**src/rtl/imem_port0_arb_pkg.sv**
```systemverilog
// Shared types for the imem port-0 arbiter: FSM states, requester id and read-tag entry.
package imem_port0_arb_pkg;

   typedef enum logic {
      ST_INIT = 1'b0,
      ST_RUN  = 1'b1
   } arb_state_e;

   typedef logic req_id_t;

   typedef struct packed {
      logic    vld;
      req_id_t id;
   } tag_ent_t;

endpackage

```
**src/rtl/imem_rd_tagpipe.sv**
```systemverilog
// Fixed-latency {vld, id} shift register that follows each issued read to its data return.
module imem_rd_tagpipe
   import imem_port0_arb_pkg::*;
#(
   parameter int RDLAT = 3
) (
   input  logic     clk0,
   input  logic     p0rst_,
   input  tag_ent_t tag_in,
   output tag_ent_t tag_out
);

   tag_ent_t [RDLAT-1:0] pipe_r;

   // shift tags toward the tail; reset discards every read still in flight
   always_ff @(posedge clk0 or negedge p0rst_) begin
      if (!p0rst_) begin
         pipe_r <= '0;
      end else begin
         pipe_r[0] <= tag_in;
         for (int i = 1; i < RDLAT; i++) begin
            pipe_r[i] <= pipe_r[i-1];
         end
      end
   end

   assign tag_out = pipe_r[RDLAT-1];

endmodule

```
**src/rtl/imem_port0_arb.sv**
```systemverilog
// Port-0 round-robin arbiter for the imem2rwpx wrapper with read-data return to the issuer.
// Define IMEM_ARB_INIT_EN to include the post-reset FILL sweep over addresses 0..DEPTH-1.
module imem_port0_arb
   import imem_port0_arb_pkg::*;
#(
   parameter int               ADDRBIT = 6,
   parameter int               DEPTH   = 48,
   parameter int               WIDTH   = 80,
   parameter int               RDLAT   = 3,
   parameter logic [WIDTH-1:0] FILL    = {WIDTH{1'b0}}
) (
   input  logic               clk0,
   input  logic               p0rst_,
   input  logic               req0,
   input  logic               rnw0,
   input  logic [ADDRBIT-1:0] addr0,
   input  logic [WIDTH-1:0]   wdat0,
   input  logic               req1,
   input  logic               rnw1,
   input  logic [ADDRBIT-1:0] addr1,
   input  logic [WIDTH-1:0]   wdat1,
   output logic               gnt0,
   output logic               gnt1,
   output logic               rdvld0,
   output logic               rdvld1,
   output logic [WIDTH-1:0]   rddat0,
   output logic [WIDTH-1:0]   rddat1,
   output logic [ADDRBIT-1:0] mem_a,
   output logic               mem_we,
   output logic               mem_re,
   output logic [WIDTH-1:0]   mem_di,
   input  logic [WIDTH-1:0]   mem_do,
   output logic               init_done
);

   localparam logic [ADDRBIT-1:0] LAST_ADDR = ADDRBIT'(DEPTH - 1);

   logic               init_act_s;
   logic [ADDRBIT-1:0] init_a_s;
   req_id_t            rr_ptr_r, rr_nxt_s;
   logic               gnt0_s, gnt1_s, we_s, re_s;
   logic [ADDRBIT-1:0] a_s, mem_a_r;
   logic [WIDTH-1:0]   di_s, mem_di_r;
   tag_ent_t           tag_in_s, tag_tail_s;

`ifdef IMEM_ARB_INIT_EN
   arb_state_e         state_r, state_nxt_s;
   logic [ADDRBIT-1:0] icnt_r, icnt_nxt_s;

   // FSM state and sweep counter
   always_ff @(posedge clk0 or negedge p0rst_) begin
      if (!p0rst_) begin
         state_r <= ST_INIT;
         icnt_r  <= {ADDRBIT{1'b0}};
      end else begin
         state_r <= state_nxt_s;
         icnt_r  <= icnt_nxt_s;
      end
   end

   // terminal compare ends the sweep, so DEPTH = 2^ADDRBIT never wraps icnt
   always_comb begin
      state_nxt_s = state_r;
      icnt_nxt_s  = icnt_r;
      case (state_r)
         ST_INIT: begin
            if (icnt_r == LAST_ADDR) begin
               state_nxt_s = ST_RUN;
            end else begin
               icnt_nxt_s = icnt_r + ADDRBIT'(1'b1);
            end
         end
         ST_RUN:  state_nxt_s = ST_RUN;
         default: state_nxt_s = ST_INIT;
      endcase
   end

   assign init_act_s = (state_r == ST_INIT);
   assign init_a_s   = icnt_r;
   assign init_done  = (state_r == ST_RUN);
`else
   logic unused_cfg_s;

   assign unused_cfg_s = ^{FILL, LAST_ADDR};
   assign init_act_s   = 1'b0;
   assign init_a_s     = {ADDRBIT{1'b0}};
   assign init_done    = 1'b1;
`endif

   // arbitration and port-0 drive; address and write data hold when nothing is granted
   always_comb begin
      gnt0_s   = 1'b0;
      gnt1_s   = 1'b0;
      rr_nxt_s = rr_ptr_r;
      we_s     = 1'b0;
      re_s     = 1'b0;
      a_s      = mem_a_r;
      di_s     = mem_di_r;
      if (!p0rst_) begin
         rr_nxt_s = rr_ptr_r;
      end else if (init_act_s) begin
         we_s = 1'b1;
         a_s  = init_a_s;
         di_s = FILL;
      end else begin
         if (req0 && req1) begin
            gnt0_s   = (rr_ptr_r == 1'b0);
            gnt1_s   = (rr_ptr_r == 1'b1);
            rr_nxt_s = ~rr_ptr_r;
         end else begin
            gnt0_s = req0;
            gnt1_s = req1;
         end
         if (gnt0_s) begin
            a_s  = addr0;
            re_s = rnw0;
            we_s = ~rnw0;
            di_s = rnw0 ? mem_di_r : wdat0;
         end else if (gnt1_s) begin
            a_s  = addr1;
            re_s = rnw1;
            we_s = ~rnw1;
            di_s = rnw1 ? mem_di_r : wdat1;
         end else begin
            a_s = mem_a_r;
         end
      end
   end

   // round-robin pointer and held port-0 address/data
   always_ff @(posedge clk0 or negedge p0rst_) begin
      if (!p0rst_) begin
         rr_ptr_r <= 1'b0;
         mem_a_r  <= {ADDRBIT{1'b0}};
         mem_di_r <= {WIDTH{1'b0}};
      end else begin
         rr_ptr_r <= rr_nxt_s;
         mem_a_r  <= a_s;
         mem_di_r <= di_s;
      end
   end

   assign tag_in_s = '{vld: re_s, id: gnt1_s};

   imem_rd_tagpipe #(
      .RDLAT (RDLAT)
   ) u_tagpipe (
      .clk0    (clk0),
      .p0rst_  (p0rst_),
      .tag_in  (tag_in_s),
      .tag_out (tag_tail_s)
   );

   assign gnt0   = gnt0_s;
   assign gnt1   = gnt1_s;
   assign mem_a  = a_s;
   assign mem_we = we_s;
   assign mem_re = re_s;
   assign mem_di = di_s;
   assign rdvld0 = tag_tail_s.vld & (tag_tail_s.id == 1'b0);
   assign rdvld1 = tag_tail_s.vld & (tag_tail_s.id == 1'b1);
   assign rddat0 = tag_tail_s.vld ? mem_do : {WIDTH{1'b0}};
   assign rddat1 = tag_tail_s.vld ? mem_do : {WIDTH{1'b0}};

endmodule

```
**config.mk**
```make
export PLATFORM = sky130hd
export DESIGN_NAME = imem_port0_arb
export DESIGN_NICKNAME = d
export VERILOG_FILES = /design/src/rtl/imem_port0_arb_pkg.sv /design/src/rtl/imem_rd_tagpipe.sv /design/src/rtl/imem_port0_arb.sv
export SDC_FILE = /design/constraint.sdc
export NUM_CORES = 1
export LEC_CHECK = 0
export ABC_CLOCK_PERIOD_IN_PS = 5600
export CORE_AREA = 3 3 200 202
export DETAILED_ROUTE_END_ITERATION = 7
export DIE_AREA = 0 0 203 205
export PLACE_DENSITY = 0.5
export SYNTH_ARGS = -nofsm -noshare
export SYNTH_HDL_FRONTEND = slang
export SYNTH_SLANG_ARGS = --single-unit
```
**constraint.sdc**
```tcl
create_clock -name clk0 -period 5.6 [get_ports clk0]
set_clock_uncertainty 0.15 [all_clocks]
set_input_delay 0.56 -clock clk0 [delete_from_list [all_inputs] [get_ports clk0]]
set_output_delay 0.56 -clock clk0 [all_outputs]
set_load 0.02 [all_outputs]
```
==> impl_metrics.tcl <==
set metrics [dict create \
    first_iter_violations 149 \
    die_h_um 205 \
    stdcell_count 1419 \
    grt_pass1_wl_mm 40.57 \
    clkLatencyLatePin_ps 350 \
    synth-main-ff-cell "dfrtp_1" \
    place_area_um2 10540 \
    drcViolationCount 0 \
    track_usage_pct 13.72 \
    maxSlewViolCount 0 \
    via_per_inst 3.815 \
    grt_max_degree 83 \
    crit_top_cell "clkdlybuf4s50_1" \
    drive_above_1_share_pct 11.67 \
    syn_area_per_cell_um2 11.42 \
    critPathSlowestCell "clkdlybuf4s50_1" \
    cts_hold_buffers 0 \
    antenna_found_initial 3 \
    synthCells 495 \
    timing.reg2reg.setup_slack_ps 3270 \
    powerDensity_nw_per_um2 322.2 \
    r2r.worst_path.cells 5 \
    p_leak_nw 3.959 \
    rsz0062_at_grt "false" \
    drt_pass1_iterations 4 \
    ys.warnings.count 0 \
    chipWidth_um 203 \
    ant_nets 0 \
    status "finished, final reports clean" \
    drv_cap 0 \
    dpl.hpwl_mm 25.10 \
    routabilityCongestion 0.8308 \
    finalWirelength_mm 30.53 \
    grt_overflow 0 \
    setup_viol 0 \
    path_clk_slew_ps 70 \
    irDropWorstVdd_v 0.0001486 \
    fin_setup_tns_ps 0 \
    synth_edf_count 0 \
    worst-path-buf-inv 3 \
    dieArea_um2 41620 \
    worst-path-stages 7 \
    htreeDepth 3 \
    period_minus_slack_ps 4188 \
    wl_per_cell_um 21.51 \
    fin_crit_sh_pct 74.79 \
    place.port_buffers 509 \
    io_pins 511 \
    critPathArrivalTime_ps 3480 \
    grt_pass1_vias 5573 \
    synth_nets 753 \
    post_cts_buffers 0 \
    fillers 4044 \
    async_flop_share_pct 100.0 \
    max-slew-margin-rel_pct 27.74 \
    post_synth_num_cell_types 22 \
    clock_sink_count 93 \
    worst_pin_slew_ps 1084 \
    final_core_util_pct 28.20 \
    place_inst 1402 \
    crit_family "buffers and inverters" \
    power_w 0.003495 \
    cts_root_buffer "clkbuf_16" \
    cts_tree "built" \
    synth.ff_latch_count 93 \
    cp-end-kind "primary output" \
    required_ps 4890 \
    cts_resized 0 \
    cts_made_buffers 9 \
    min_path_type "in -> async" \
    crit_chain "clkdlybuf4s50_1 -> nor2b_1 -> or3b_4 -> a21boi_4 -> buf_4 -> a2bb2oi_2 -> clkdlybuf4s50_1" \
    rows 72 \
    core_area_um2 38470 \
    slowest_delay_ps 650 \
    vias 5414 \
    start_util_pct 14.70 \
    fin_nets 1153 \
    synth_area_um2 5654 \
    startpoint_type "input port" \
    clock_path_buffers 2 \
    finalInstanceArea_um2 10850 \
    cp_max_fo 22 \
    hold_violations 0 \
    r2r_end "mem_di_r[16]$_DFF_PN0_" \
    critPathKind "in -> out" \
    max_freq_mhz 238.8 \
    timing.rr.start "rr_ptr_r$_DFFE_PN0P_" \
    area.growth.synth_to_final_pct 91.88 \
    yosysSeqAreaShare_pct 41.16 \
]
-- cells in the final DEF, fill, tap and decap left out, drive strengths merged, types with 2 or more instances in the layout --
cell	instances
nor2b	2
a21oi	6
and2	81
clkinv	3
o22ai	86
buf	7
bufinv	2
inv	8
clkdlybuf4s50	508
nand2	2
nand3	2
clkbuf	12
a2bb2oi	80
dfrtp	93
-- cell type report --
| class | instances | area (um2) | area share [%] |
|---|---|---|---|
| antenna | 1 | 2.502 | 0.02307 |
| clock buffer | 11 | 232.7 | 2.145 |
| clock inverter | 5 | 75.07 | 0.6920 |
| inverter | 8 | 30.03 | 0.2768 |
| multi-input combinational | 267 | 2369 | 21.83 |
| sequential | 93 | 2328 | 21.46 |
| tap | 518 | 648.1 | 5.974 |
| timing repair buffer | 516 | 5164 | 47.60 |
-- metrics by stage --
stage	setup slack [ps]	hold WS, ps
final	1412	13.10
after global routing	1246	18.44
after CTS	1324	9.860
after detailed placement	1330	187.1
after global placement	1394	183.1
after floorplan	2964	114.4
-- power breakdown --
part	internal [W]	total [W]	switching [W]
Combinational	0.000971	0.00184	0.000866
Clock	0.000390	0.000668	0.000278
Sequential	0.000880	0.000991	0.000111
Total	0.00224	0.00350	0.00125
-- sequential cells by signal, indices dropped and copies added, names as in the netlist --
register and cells:
mem_di_r 80, u_tagpipe.tag_out 2, rr_ptr_r 1, mem_a_r 6, u_tagpipe.pipe_r 4
-- worst max path at each step --
stage | startpoint | endpoint | slack, ps
4_1_cts | req0 | mem_di[64] | 1320
3_5_place_dp | req0 | mem_di[64] | 1330
3_3_place_gp | req0 | mem_di[64] | 1390
2_1_floorplan | req0 | mem_di[79] | 2960
6_report | req0 | mem_di[62] | 1410
5_1_grt | req0 | mem_di[64] | 1250
-- Yosys cell counts (all sizes together) (2+ instances only) --
master	number	area, um2
and2	81	506.7
a21oi	6	30.03
a2bb2oi	80	1195
o22ai	86	538.0
inv	8	30.03
nand3	2	10.01
clkbuf	26	97.59
buf	101	833.3
dfrtp	93	2327
nor2b	2	12.51
nand2	2	7.510
-- layer usage --
layer	wire length [um]	track usage [%]	vias up
li1	-	-	2519
met1	10780	13.79	2567
met2	16530	26.39	299
met3	2316	4.227	29
met4	900	5.197	0
met5	0	0	-
-- logic make-up after synthesis --
| family | after synthesis | synth area share (%) |
|---|---|---|
| AND/OR/NAND/NOR | 91 | 9.958 |
| flip-flops | 93 | 41.16 |
| XOR/XNOR | 1 | 0.1549 |
| buffers and inverters | 135 | 16.99 |
| AO/OA/AOI/OAI | 174 | 31.67 |
| other | 1 | 0.06632 |
-- worst reg2reg max path, stage by stage, from the launching register on --
cell       delay (ps)
dfrtp_1           380
nor2b_1            70
or3b_4            530
a21boi_4          470
buf_4             450
a2bb2oi_2         210
No activity file was read; power rests on OpenSTA's default activity.
